## src/rtl/uart_tx_arbiter_pkg.sv

```systemverilog
// Shared definitions for the UART transmit arbiter: default sizing,
// FSM state encoding and a small one-hot decode helper.
package uart_tx_arbiter_pkg;

    localparam int N_REQ_DEF   = 4;
    localparam int BUSY_TO_DEF = 1023;

    typedef enum logic [2:0] {
        ST_IDLE      = 3'd0,
        ST_LOAD      = 3'd1,
        ST_START     = 3'd2,
        ST_WAIT_BUSY = 3'd3,
        ST_WAIT_DONE = 3'd4
    } arb_state_t;

    // Index of the set bit in a one-hot vector (up to 8 requesters).
    // An all-zero input decodes to 0.
    function automatic int onehot_to_idx(input logic [7:0] oh);
        int idx;
        idx = 0;
        for (int i = 0; i < 8; i++) begin
            if (oh[i]) idx = i;
        end
        return idx;
    endfunction

endpackage

```

## src/rtl/uart_tx_arbiter_rr_pick.sv

```systemverilog
// Round-robin winner selection: the search starts one past the previous
// owner, wraps modulo N_REQ, and takes the first requester that is valid.
module rr_pick
    import uart_tx_arbiter_pkg::*;
#(
    parameter int N_REQ = N_REQ_DEF
) (
    input  logic [N_REQ-1:0]         req,
    input  logic [$clog2(N_REQ)-1:0] last_owner,
    output logic [N_REQ-1:0]         win
);

    localparam int IDX_W = $clog2(N_REQ);

    logic [IDX_W-1:0] w_idx;
    logic             w_found;

    // Walk the requesters in priority order and keep only the first hit.
    always_comb begin
        win     = '0;
        w_found = 1'b0;
        w_idx   = '0;
        for (int k = 1; k <= N_REQ; k++) begin
            w_idx = IDX_W'((int'(last_owner) + k) % N_REQ);
            if (!w_found && req[w_idx]) begin
                win[w_idx] = 1'b1;
                w_found    = 1'b1;
            end
        end
    end

endmodule

```

## src/rtl/uart_tx_arbiter.sv

```systemverilog
// Arbitrates N_REQ byte streams onto a single UART transmitter.
// A granted requester keeps the link until the byte marked last has been
// sent; bytes are handed to the transmitter with a tx_start pulse.
//
// state        | meaning
// -------------+-----------------------------------------------------------
// ST_IDLE      | no owner; pick a round-robin winner when tx is ready
// ST_LOAD      | capture owner's byte and last flag, ack the requester
// ST_START     | one-cycle tx_start pulse
// ST_WAIT_BUSY | wait for tx_ready to fall (bounded by BUSY_TO)
// ST_WAIT_DONE | wait for tx_ready to rise; continue, finish or stall packet
module uart_tx_arbiter
    import uart_tx_arbiter_pkg::*;
#(
    parameter int N_REQ   = N_REQ_DEF,
    parameter int BUSY_TO = BUSY_TO_DEF
) (
    input  logic               clk,
    input  logic               reset,
    input  logic [N_REQ-1:0]   req_valid,
    input  logic [8*N_REQ-1:0] req_data,
    input  logic [N_REQ-1:0]   req_last,
    output logic [N_REQ-1:0]   req_ack,
    output logic [7:0]         tx_data,
    output logic               tx_start,
    input  logic               tx_ready,
    output logic [N_REQ-1:0]   grant,
    output logic               busy,
    output logic               timeout_err,
    input  logic               timeout_clr
);

    localparam int IDX_W = $clog2(N_REQ);
    localparam int CNT_W = $clog2(BUSY_TO + 1);
    // The START cycle counts as the first of the BUSY_TO cycles, so the
    // counter covers the remaining BUSY_TO-1 cycles down to zero.
    localparam logic [CNT_W-1:0] CNT_LOAD = CNT_W'(BUSY_TO - 2);

    arb_state_t       r_state;
    arb_state_t       w_next;
    logic [N_REQ-1:0] r_grant;
    logic [N_REQ-1:0] w_win;
    logic [IDX_W-1:0] r_last_owner;
    logic [IDX_W-1:0] w_owner_idx;
    logic [7:0]       r_tx_data;
    logic             r_last;
    logic [CNT_W-1:0] r_cnt;
    logic             r_timeout_err;
    logic             w_expire;
    logic             w_owner_valid;
    logic             w_arb_go;

    rr_pick #(
        .N_REQ(N_REQ)
    ) u_rr_pick (
        .req        (req_valid),
        .last_owner (r_last_owner),
        .win        (w_win)
    );

    assign w_owner_idx   = IDX_W'(onehot_to_idx(8'(r_grant)));
    assign w_owner_valid = |(req_valid & r_grant);
    assign w_arb_go      = tx_ready && (|req_valid);
    assign w_expire      = (r_state == ST_WAIT_BUSY) && tx_ready && (r_cnt == '0);

    // State register.
    always_ff @(posedge clk or posedge reset) begin
        if (reset) begin
            r_state <= ST_IDLE;
        end else begin
            r_state <= w_next;
        end
    end

    // Next-state decode and state-derived strobes.
    always_comb begin
        w_next   = r_state;
        req_ack  = '0;
        tx_start = 1'b0;
        busy     = 1'b1;
        case (r_state)
            ST_IDLE: begin
                busy = 1'b0;
                if (w_arb_go) w_next = ST_LOAD;
            end
            ST_LOAD: begin
                req_ack = r_grant;
                w_next  = ST_START;
            end
            ST_START: begin
                tx_start = 1'b1;
                w_next   = ST_WAIT_BUSY;
            end
            ST_WAIT_BUSY: begin
                if (!tx_ready || w_expire) w_next = ST_WAIT_DONE;
            end
            ST_WAIT_DONE: begin
                // Packet lock: a non-final byte holds the link for the owner
                // even while its valid is low.
                if (tx_ready) begin
                    if (r_last) begin
                        w_next = ST_IDLE;
                    end else if (w_owner_valid) begin
                        w_next = ST_LOAD;
                    end
                end
            end
            default: begin
                w_next = ST_IDLE;
            end
        endcase
    end

    // Grant, byte/last capture, round-robin pointer and busy-wait counter.
    always_ff @(posedge clk or posedge reset) begin
        if (reset) begin
            r_grant      <= '0;
            r_tx_data    <= 8'h00;
            r_last       <= 1'b0;
            r_last_owner <= IDX_W'(N_REQ - 1);
            r_cnt        <= '0;
        end else begin
            case (r_state)
                ST_IDLE: begin
                    if (w_arb_go) r_grant <= w_win;
                end
                ST_LOAD: begin
                    r_tx_data <= req_data[{w_owner_idx, 3'b000} +: 8];
                    r_last    <= req_last[w_owner_idx];
                end
                ST_START: begin
                    r_cnt <= CNT_LOAD;
                end
                ST_WAIT_BUSY: begin
                    if (tx_ready && (r_cnt != '0)) r_cnt <= r_cnt - CNT_W'(1);
                end
                ST_WAIT_DONE: begin
                    if (tx_ready && r_last) begin
                        r_grant      <= '0;
                        r_last_owner <= w_owner_idx;
                    end
                end
                default: begin
                    r_grant <= '0;
                end
            endcase
        end
    end

    // Sticky timeout flag; an expiry in the same cycle as a clear wins.
    always_ff @(posedge clk or posedge reset) begin
        if (reset) begin
            r_timeout_err <= 1'b0;
        end else if (w_expire) begin
            r_timeout_err <= 1'b1;
        end else if (timeout_clr) begin
            r_timeout_err <= 1'b0;
        end
    end

    assign grant       = r_grant;
    assign tx_data     = r_tx_data;
    assign timeout_err = r_timeout_err;

endmodule

```

## config.mk

```make
export PLATFORM = sky130hd
export DESIGN_NAME = uart_tx_arbiter
export DESIGN_NICKNAME = d
export VERILOG_FILES = /design/src/rtl/uart_tx_arbiter_pkg.sv /design/src/rtl/uart_tx_arbiter_rr_pick.sv /design/src/rtl/uart_tx_arbiter.sv
export SDC_FILE = /design/constraint.sdc
export NUM_CORES = 1
export LEC_CHECK = 0
export BUFFER_PORTS_ARGS = -buffer_cell sky130_fd_sc_hd__clkbuf_2
export CAP_MARGIN = 20
export CORE_ASPECT_RATIO = 0.6
export CORE_MARGIN = 2
export CORE_UTILIZATION = 40
export CTS_CLUSTER_DIAMETER = 50
export DETAILED_ROUTE_END_ITERATION = 12
export PLACE_DENSITY = 0.67
export SYNTH_ARGS = -nofsm -noshare
export SYNTH_HDL_FRONTEND = slang
export SYNTH_SLANG_ARGS = --single-unit
```

## constraint.sdc

```tcl
create_clock -name clk -period 2.3 [get_ports clk]
set_input_delay 0.575 -clock clk [delete_from_list [all_inputs] [get_ports clk]]
set_output_delay 0.575 -clock clk [all_outputs]
set_load 0.005 [all_outputs]
```

==> out/summary.txt <==
Routed WL per cell = 14.1 um
Synth Warn # = 0
Die Ht = 60.4 um
Setup Crit Path Kind = reg -> reg
IO Port Bufs = 62
Crit Path Max Fanout = 9
vias in the first global route = 1,768
Seq/Total Area, Yosys = 34.4%
Num CTS Buffers = 5
largest net degree at the start of global routing = 30
P_int = 1620 uW
Max Root-Sink Buffers = 2
Post-synth top flop = dfrtp_1
WHS = 0.324 ns
# IOs = 63
Worst Max-Slew Pin Slew = 0.692 ns
worst setup margin = 0.136 ns
Post-Syn Instances = 230
slowest stage cell, crit path = dfstp_2
cell area power density = 1080 nW/um^2
maxcap violations = 0
delay-heaviest family, CP = flip-flops
placed cells = 356
Fin Clk Skew = 0.00478 ns
R2R Path Start = r_last_owner[1]$_DFFE_PP1P_
Die ar. = 5920 um^2
Comb power frac = 53.0%
Synth async-reset ratio = 100%
P&R area growth vs syn = 25.0%
Net Sw Frac = 43.6%
drt pass-1 iters = 4
CP arrival = 2.39 ns
DR vias/cell = 5.29
largest stage delay on the critical path = 0.53 ns
Post-synth EDFFs = 0
post-synthesis average cell area = 9.22 um^2
Yosys top cell area share = 31.9%
Die X = 98.0 um
crit path from = r_last_owner[1]$_DFFE_PP1P_
Initial Util = 41.7%
sequential share of power = 32.4%
drt total wl = 5140 um
Pleak = 0.00117 uW
post-layout min period = 2.16 ns
CP Buf/Inv Count = 2
share of cells above drive strength 1 = 32.1%
syn_nets = 284
f_max = 462 MHz
area leader, netlist = dfrtp_1
CTS Root Cell = clkbuf_8
utilization after layout = 52.1%
clk sink count = 29
peak supply drop = 0.000418 V
P_sw = 1250 uW
register-to-register setup slack = 0.14 ns
Max Slew Vio Count = 0
crit-path cells = inv_1 > ha_1 > mux4_2 > nor4_4 > buf_4 > o21ai_0 > nand3_1
worst r2r path cells = 7
crit path to = grant[3]$_DFFE_PP0P_
global-route usage over all layers = 18.5%
period utilization = 94.1%
Final Non-Filler Cells = 365
synth top area cells = dfrtp_1 32%, mux2i_1 10%, ha_1 5.9%
status = complete, no violations
DP Wirelength = 3850 um
Post-DRT Antenna Nets = 0
Final setup viols = 0
Slew headroom = 53.9%
grt total ovfl = 0
drt drc = 0
#FFs+latches synth = 29
critical path data required time = 2.52 ns
Clock Latency Late Sink = 0.29 ns
Hold-fix buffers, CTS = 0
vias = 1,931
Std-Cell Rows = 20
initial DRC count = 93
H-tree level count = 2
HP Class = in -> async
first-pass GRT wire length = 8490 um
post-synth cell types = 48
number of inserted diodes = 0
RD Place Congestion = 0.905
Worst-path clk slew = 0.07 ns
Hold Fails Final Rpt = 0
mapped cell area = 2120 um^2
clock share of power = 14.6%
Setup crit end kind = flip-flop
critical path depth = 7
Final #Nets = 352
antenna violations before repair = 0
CTS tree = built
Reg-to-Reg End = grant[3]$_DFFE_PP0P_
core area = 5080 um^2
DP Worst Slack = 0.161 ns
Setup crit start kind = flip-flop
Filler Cells Inserted = 482
==> worst register-to-register path, cell delays in order, from the launching register on <==
cell	delay [ns]
dfstp_2	0.53
inv_1	0.10
ha_1	0.33
mux4_2	0.41
nor4_4	0.36
buf_4	0.18
o21ai_0	0.09
nand3_1	0.10
==> power groups by stage <==
stage | combinational, uW | clock, uW | sequential (uW)
floorplan | 1080 | 0 | 854
global placement | 1500 | 0 | 920
global route | 1700 | 453 | 961
finish | 1520 | 419 | 928
CTS | 1510 | 431 | 919
detailed placement | 1500 | 0 | 919
==> repair_timing <==
item,4_1_cts,5_1_grt
endpoints found under the hold margin,0,0
endpoints found under the setup margin,0,5
resized for setup,0,1
setup buffers,0,1
==> synthesized netlist by cell type, types with 4 or more instances <==
cell type / n
nand2_1: 16
nor2_1: 25
a211oi_1: 4
nand3_1: 7
clkbuf_1: 9
inv_1: 12
nor3_1: 4
and4b_1: 5
ha_1: 10
dfrtp_1: 27
nor3b_1: 4
mux2i_1: 22
a21oi_1: 16
and2_1: 5
o2111ai_1: 5
o21ai_0: 18
==> layer usage <==
metal  track usage (%)  vias up  wire (um)
met5                 0        -          0
met4              8.13        0         76
met1              26.7      872       2690
met2              26.0       69       2010
met3              5.18        8        358
li1                  -      982          -
==> cells by family (layout without fill, tap and decap cells) <==
family                   Yosys count  count (layout)  share of synthesized area (%)
multiplexers                      27              27                           15.7
adder cells (fa/ha/maj)           10              10                           5.90
AO/OA/AOI/OAI                     56              56                           16.6
flip-flops                        29              29                           34.4
buffers and inverters             25              94                           5.37
AND/OR/NAND/NOR                   83              83                           22.0
==> how the worst min path moves through the flow <==
stage,endpoint,startpoint,cells past startpoint,slack (ns)
after global placement,r_cnt[0]$_DFFE_PP0P_,r_cnt[0]$_DFFE_PP0P_,1,0.50
after floorplan,r_cnt[0]$_DFFE_PP0P_,r_cnt[0]$_DFFE_PP0P_,1,0.48
after global routing,tx_data[3]$_DFFE_PP0N_,reset,3,0.37
after CTS,tx_data[1]$_DFFE_PP0N_,reset,3,0.33
after detailed placement,r_cnt[0]$_DFFE_PP0P_,r_cnt[0]$_DFFE_PP0P_,1,0.52
final,tx_data[3]$_DFFE_PP0N_,reset,3,0.32
==> through the flow <==
stage	total power (uW)	setup TNS, ns	instance area (um^2)
finish	2860	0	2650
global route	3120	-0.000312	2650
floorplan	1930	0	2120
CTS	2860	0	2640
detailed placement	2420	0	2550
global placement	2420	0	2550
==> state kept, by name (all words and copies together) (netlist names) <==
name	count
r_last	1
r_last_owner	2
r_cnt	10
timeout_err	1
r_state	3
tx_data	8
grant	4
==> cell usage in the layout, fill, tap and decap left out, types with 2 or more instances in the layout <==
cell	Yosys	routed
a21o_2	2	2
nand3_1	7	7
inv_1	12	12
o21ai_0	18	18
o22ai_1	2	2
nor3_1	4	4
a21oi_1	16	16
ha_1	10	10
nor2_1	25	25
nor4b_1	3	3
nand2_1	16	16
dfstp_2	2	2
dfrtp_1	27	27
clkinv_2	0	2
or3_1	2	2
nor3b_1	4	2
and4b_1	5	5
a211oi_1	4	4
buf_4	1	11
clkbuf_8	0	5
clkbuf_2	1	62
and2_1	5	5
o2111ai_1	5	5
mux4_1	3	3
mux2i_1	22	22
==> final cells by class <==
cell class	instances	area, um^2	share of cell area [%]
clock inverter	3	17.5	0.661
timing repair buffer	74	413	15.6
inverter	12	45.0	1.70
clock buffer	5	68.8	2.60
sequential	29	728	27.5
multi-input combinational	176	1290	48.8
tap	66	82.6	3.12
(Power assumes the default switching activity.)
